`config.mk`:
```
export PLATFORM = sky130hd
export DESIGN_NAME = mem_arbiter
export DESIGN_NICKNAME = d
export VERILOG_FILES = /design/src/rtl/mem_arb_pkg.sv /design/src/rtl/mem_blk_seq.sv /design/src/rtl/mem_arbiter.sv
export SDC_FILE = /design/constraint.sdc
export NUM_CORES = 1
export LEC_CHECK = 0
export BUFFER_PORTS_ARGS = -buffer_cell sky130_fd_sc_hd__buf_2
export CAP_MARGIN = 20
export CORE_MARGIN = 2
export CORE_UTILIZATION = 42
export DETAILED_ROUTE_END_ITERATION = 10
export GPL_ROUTABILITY_DRIVEN = 1
export MAX_ROUTING_LAYER = met4
export PLACE_DENSITY = 0.72
export SLEW_MARGIN = 20
export SYNTH_ARGS = -nofsm -noshare
export SYNTH_HDL_FRONTEND = slang
export SYNTH_SLANG_ARGS = --single-unit
```
`constraint.sdc`:
```
create_clock -name clk -period 3.73 [get_ports clk]
set_input_delay 0.746 -clock clk [delete_from_list [all_inputs] [get_ports clk]]
set_output_delay 0.746 -clock clk [all_outputs]
set_load 0.01 [all_outputs]
```
`src/rtl/mem_arb_pkg.sv`:
```
// mem_arb_pkg: shared types and default sizing for the memory arbiter.
// Optional feature macro used by mem_arbiter: ARB_RR_EN (round-robin I/D grant).
package mem_arb_pkg;

  typedef enum logic [1:0] {
    IDLE  = 2'd0,
    FILL  = 2'd1,
    WRITE = 2'd2
  } arb_state_e;

  // Fill owner encoding, also the value driven on fill_owner.
  localparam logic OWNER_I = 1'b0;
  localparam logic OWNER_D = 1'b1;

  localparam int DEF_BLOCK_WORDS = 8;
  localparam int DEF_MEM_LATENCY = 4;
  localparam int DEF_ADDR_W      = 16;
  localparam int DATA_W          = 16;

endpackage

```
`src/rtl/mem_blk_seq.sv`:
```
// mem_blk_seq: issue/return word counters for one block fill.
// Both counters restart on start; the issue counter stops stepping after the
// last word so the next-address value never leaves the block.
module mem_blk_seq #(
  parameter int BLOCK_WORDS = 8,
  parameter int WORD_W      = $clog2(BLOCK_WORDS)
) (
  input  logic              clk,
  input  logic              rst,
  input  logic              start,
  input  logic              issue_step,
  input  logic              ret_step,
  output logic [WORD_W-1:0] issue_idx_next,
  output logic              issue_last,
  output logic [WORD_W-1:0] ret_idx,
  output logic              ret_last
);

  localparam logic [WORD_W-1:0] LAST_IDX = WORD_W'(BLOCK_WORDS - 1);

  logic [WORD_W-1:0] issue_idx_reg;
  logic [WORD_W-1:0] ret_idx_reg;

  // Word counters: cleared on a new fill, stepped per issue and per return.
  always_ff @(posedge clk) begin
    if (rst || start) begin
      issue_idx_reg <= '0;
      ret_idx_reg   <= '0;
    end else begin
      if (issue_step) begin
        issue_idx_reg <= issue_idx_reg + WORD_W'(1);
      end
      if (ret_step) begin
        ret_idx_reg <= ret_idx_reg + WORD_W'(1);
      end
    end
  end

  assign issue_idx_next = issue_idx_reg + WORD_W'(1);
  assign issue_last     = (issue_idx_reg == LAST_IDX);
  assign ret_idx        = ret_idx_reg;
  assign ret_last       = (ret_idx_reg == LAST_IDX);

endmodule

```
`src/rtl/mem_arbiter.sv`:
```
// mem_arbiter: arbitrates I-cache fills, D-cache fills and D-cache
// write-through stores onto one pipelined memory port.
// Optional macro ARB_RR_EN: alternate I/D grants under contention instead of
// fixed D-over-I priority.
module mem_arbiter
  import mem_arb_pkg::*;
#(
  parameter int BLOCK_WORDS = DEF_BLOCK_WORDS,
  parameter int ADDR_W      = DEF_ADDR_W,
  parameter int WORD_W      = $clog2(BLOCK_WORDS)
) (
  input  logic              clk,
  input  logic              rst,
  input  logic              i_miss,
  input  logic [ADDR_W-1:0] i_addr,
  input  logic              d_miss,
  input  logic [ADDR_W-1:0] d_addr,
  input  logic              d_wr,
  input  logic [DATA_W-1:0] d_wdata,
  output logic              mem_en,
  output logic              mem_wr,
  output logic [ADDR_W-1:0] mem_addr,
  output logic [DATA_W-1:0] mem_wdata,
  input  logic [DATA_W-1:0] mem_rdata,
  input  logic              mem_valid,
  output logic              fill_we,
  output logic              fill_owner,
  output logic [WORD_W-1:0] fill_word,
  output logic [DATA_W-1:0] fill_data,
  output logic              i_done,
  output logic              d_done,
  output logic              busy
);

  // Byte offset bits within a block: word index plus the byte-in-word bit.
  localparam int OFF_W = WORD_W + 1;
  localparam logic [ADDR_W-1:0] BASE_MASK = {{(ADDR_W - OFF_W){1'b1}}, {OFF_W{1'b0}}};

  arb_state_e        state_reg;
  logic              owner_reg;
  logic [ADDR_W-1:0] base_reg;
  logic              mem_en_reg;
  logic              mem_wr_reg;
  logic [ADDR_W-1:0] mem_addr_reg;
  logic [DATA_W-1:0] mem_wdata_reg;

  logic              req_i;
  logic              req_d;
  logic              req_w;
  logic              grant;
  logic              pick_d;
  logic              grant_wr;
  logic [ADDR_W-1:0] grant_base;

  logic              fill_hit;
  logic              fill_end;
  logic              seq_start;
  logic              issue_step;
  logic [WORD_W-1:0] issue_idx_next;
  logic              issue_last;
  logic [WORD_W-1:0] ret_idx;
  logic              ret_last;

`ifdef ARB_RR_EN
  logic last_d_reg;
`endif

  // Returns only count while filling; stray mem_valid elsewhere is dropped.
  assign fill_hit = (state_reg == FILL) && mem_valid;
  assign fill_end = fill_hit && ret_last;

  // Grant decision. In the done cycle of a fill the next grant is taken at
  // the same edge, with the finishing owner masked because it still holds
  // its request until it has seen done.
  always_comb begin
    req_i  = 1'b0;
    req_d  = 1'b0;
    req_w  = 1'b0;
    pick_d = 1'b0;
    if (state_reg == IDLE) begin
      req_i = i_miss;
      req_d = d_miss;
      req_w = d_wr;
    end else if (fill_end) begin
      req_i = i_miss && (owner_reg != OWNER_I);
      req_d = d_miss && (owner_reg != OWNER_D);
      req_w = d_wr   && (owner_reg != OWNER_D);
    end
`ifdef ARB_RR_EN
    pick_d = (req_d || req_w) && !(req_i && last_d_reg);
`else
    pick_d = req_d || req_w;
`endif
    grant = req_i || req_d || req_w;
  end

  assign grant_wr   = pick_d && req_w;
  assign grant_base = (pick_d ? d_addr : i_addr) & BASE_MASK;
  assign seq_start  = grant && !grant_wr;
  assign issue_step = (state_reg == FILL) && mem_en_reg && !issue_last;

  mem_blk_seq #(
    .BLOCK_WORDS(BLOCK_WORDS),
    .WORD_W     (WORD_W)
  ) u_blk_seq (
    .clk           (clk),
    .rst           (rst),
    .start         (seq_start),
    .issue_step    (issue_step),
    .ret_step      (fill_hit),
    .issue_idx_next(issue_idx_next),
    .issue_last    (issue_last),
    .ret_idx       (ret_idx),
    .ret_last      (ret_last)
  );

  // Main FSM with registered memory-side outputs.
  always_ff @(posedge clk) begin
    if (rst) begin
      state_reg     <= IDLE;
      owner_reg     <= OWNER_I;
      base_reg      <= '0;
      mem_en_reg    <= 1'b0;
      mem_wr_reg    <= 1'b0;
      mem_addr_reg  <= '0;
      mem_wdata_reg <= '0;
    end else if (grant) begin
      owner_reg  <= pick_d ? OWNER_D : OWNER_I;
      mem_en_reg <= 1'b1;
      if (grant_wr) begin
        state_reg     <= WRITE;
        mem_wr_reg    <= 1'b1;
        mem_addr_reg  <= d_addr;
        mem_wdata_reg <= d_wdata;
      end else begin
        state_reg    <= FILL;
        mem_wr_reg   <= 1'b0;
        mem_addr_reg <= grant_base;
        base_reg     <= grant_base;
      end
    end else begin
      case (state_reg)
        FILL: begin
          if (mem_en_reg) begin
            if (issue_last) begin
              mem_en_reg <= 1'b0;
            end else begin
              // Word index is OR-ed into the cleared base: stays in the block.
              mem_addr_reg <= base_reg | ADDR_W'({issue_idx_next, 1'b0});
            end
          end
          if (fill_end) begin
            state_reg <= IDLE;
          end
        end
        WRITE: begin
          state_reg  <= IDLE;
          mem_en_reg <= 1'b0;
          mem_wr_reg <= 1'b0;
        end
        default: ;
      endcase
    end
  end

`ifdef ARB_RR_EN
  // Remember which side won the latest grant so contention alternates.
  always_ff @(posedge clk) begin
    if (rst) begin
      last_d_reg <= 1'b0;
    end else if (grant) begin
      last_d_reg <= pick_d;
    end
  end
`endif

  assign mem_en     = mem_en_reg;
  assign mem_wr     = mem_wr_reg;
  assign mem_addr   = mem_addr_reg;
  assign mem_wdata  = mem_wdata_reg;
  assign busy       = (state_reg != IDLE);
  assign fill_we    = fill_hit;
  assign fill_owner = owner_reg;
  assign fill_word  = ret_idx;
  assign fill_data  = fill_hit ? mem_rdata : '0;
  assign i_done     = fill_end && (owner_reg == OWNER_I);
  assign d_done     = (fill_end && (owner_reg == OWNER_D)) || (state_reg == WRITE);

endmodule

```
==> run metrics <==
DR pass1 iterations=4; antenna diode count=0; power per cell area=475 nW/um^2; Crit Path Category=reg2out; Syn Area/Cell=9.03 um^2; drt via density=5.29; GPL Wtd Cong=approximately 0.8; Max-cap violations=0; placed cell area=around 3300 um^2; # nets final=482; setup_tns=0 ps; Root Buffer=clkbuf_8; LEAKAGE=between 1.5 and 2 nW; cell area after synthesis=about 2700 um^2; most common cell after layout, fill and taps aside=buf_2; Via Count=2573; Internal Pwr Total=between 0.001 and 0.0015 W; P&R area growth vs syn=25.0%; Clock Tree Buf Depth=2; outcome=complete, no violations; top achievable clock speed=0.400 GHz; DR iter-0 viols=~170; Die X=roughly 84 um; Mapped Cells=300; Clock Latency Late Sink=around 300 ps; pin count of the biggest net entering global routing=40; Setup Buffers After CTS=0; cts hold-fix bufs=0; worst-path fanout max=20; worst-margin pin slew=a little over 1000 ps; gr ovfl total=0; Initial Utilization=0.432; worst path cell trace=nand2b_1 -> nor2_1 -> buf_4 -> and2_1 -> buf_2; Setup-failing EPs final=0; min-delay worst type=reg2reg; CTS clk-pin slew, worst paths=about 100 ps; fin crit period=2500 ps; critical path's largest stage delay=between 500 and 600 ps; die height=about 84 um; final hold violation count=0; core area=~6300 um^2; relative slew slack=0.315; Synth Warn #=0; Total Routed Length=between 6 and 7 mm; TritonCTS buffer count=5; number of synthesized flops with an enable pin=0; post-route cell area=roughly 3400 um^2; pre-CTS WS=around 1200 ps; Ports=128; Std-Cell Rows=29; CTS tree=yes; CP Data Required Time=a little under 3000 ps; Post-Route Skew=11.6 ps; antenna violations before repair=0; antenna-violating nets left=0; final worst-path cycle share=0.670; slowest cell on the critical path=dfxtp_1; sequential share of the synthesized area=0.406; Critical Path AT=roughly 1800 ps; vias in the first global route=~2400; Worst Path Buf+Inv=2; Post-DP HPWL=about 4.9 mm; Sw Share=0.349; clock sink count=55; GRT Resource Usage Total=0.200; layout cells sized above 1=0.381; most frequent cells in the layout=buf_2, dfxtp_1, nand2_1; Max VDD drop=0.000218 V; crit end category=primary output; CTS-repair resized insts=0; Fillers=about 600; Seq pwr share=0.447; Port Buffers=approximately 120; Sw Pwr=about 0.00056 W; # DRC=0; clock group share of total power=0.216; Synth Register Bits=55; global-route wire length before repair=11.5 mm; fin. max-slew vios=0; synth unique cells=45; hold_ws=roughly 460 ps; syn_nets=approximately 370; predominant post-synthesis flop cell=dfxtp_1; drt wl/cell=around 14 um; Setup WS post-layout=around 1200 ps; RSZ-0062 raised after global routing=false; combinational cell fraction of total power=0.338; die area=about 7000 um^2; critical path's top delay family=flip-flops; Critical Path Start Type=flop; ys async rst share=0; H-tree level count=2
==> cell type report <==
class                           count  area (um^2)  share of cell area
Clock inverter                      2         16.3             0.00480
Sequential cell                    55         1100               0.325
Inverter                            3         11.3             0.00333
Timing Repair Buffer              127          646               0.191
Multi-Input combinational cell    216         1430               0.423
Tap cell                           77         96.3              0.0285
Clock buffer                        6         82.6              0.0244
==> per-layer routing <==
| metal | vias to the layer above | part of all wire | track usage |
|---|---|---|---|
| li1 | 1296 | - | - |
| met1 | 1195 | 0.46 | 0.263 |
| met2 | 77 | 0.48 | 0.326 |
| met3 | 5 | 0.059 | 0.0344 |
| met4 | 0 | 0.0076 | 0.0381 |
| met5 | - | 0 | - |
==> final timing paths <==
kind,slack (ps),start,cells after the start,to
max,1230,state_reg[0],5,fill_data[7]
min,460,mem_wdata[4],2,mem_wdata[4]
max reg2reg,1290,u_blk_seq.ret_idx[0],6,mem_addr[5]
min reg2reg,460,mem_wdata[4],2,mem_wdata[4]
==> metrics by stage <==
stage                     std cells  total power, W   util
after floorplan                 300         0.00113      -
after global placement          478         0.00127  0.524
after detailed placement        478         0.00128  0.524
after CTS                       486         0.00162  0.539
after global routing            486         0.00171  0.539
final                           486         0.00161  0.539
==> synthesized netlist by cell type, types with 2 or more instances <==
| cell | number | area [um^2] |
|---|---|---|
| ha_1 | 4 | 50.1 |
| dfxtp_1 | 55 | 1100 |
| o211ai_1 | 11 | 82.6 |
| buf_2 | 5 | 25.0 |
| a221oi_2 | 10 | 150 |
| buf_4 | 8 | 60.1 |
| mux2_2 | 2 | 22.5 |
| nand4_1 | 3 | 18.8 |
| clkbuf_1 | 9 | 33.8 |
| o22ai_1 | 12 | 75.1 |
| buf_6 | 4 | 45.0 |
| and2_1 | 16 | 100 |
| xnor2_1 | 2 | 17.5 |
| nor2_1 | 18 | 67.6 |
| a22oi_1 | 11 | 82.6 |
| a32oi_1 | 2 | 17.5 |
| a21oi_1 | 23 | 115 |
| nor2b_1 | 2 | 12.5 |
| a211o_1 | 3 | 26.3 |
| mux2i_1 | 17 | 170 |
| inv_1 | 3 | 11.3 |
| nand2b_1 | 2 | 12.5 |
| nand2_1 | 51 | 191 |
| nor3_1 | 6 | 30.0 |
==> worst reg2reg max path, cell delays in order, from the launching register on <==
cell      delay, ps
dfxtp_1         380
ha_1            160
ha_1            290
nand3b_4        140
a211oi_2        880
a22oi_1         260
a221oi_2        260
==> cells by family (layout without fill, tap and decap cells) <==
group,after synthesis,count (layout),share of synthesized area
simple gates,106,106,0.188
compound gates,85,85,0.245
flops,55,55,0.406
buf+inv,29,138,0.0647
mux,19,19,0.0711
fa+ha+maj,4,4,0.0185
xor+xnor,2,2,0.00647
==> power by group through the flow <==
stage	clock [W]	combinational, W	sequential, W
4_1_cts	0.000356	0.000549	0.000718
3_5_place_dp	0	0.000548	0.000732
3_3_place_gp	0	0.000539	0.000729
5_1_grt	0.000383	0.000600	0.000730
6_report	0.000347	0.000543	0.000718
2_1_floorplan	0	0.000386	0.000745
(Power assumes the default switching activity.)
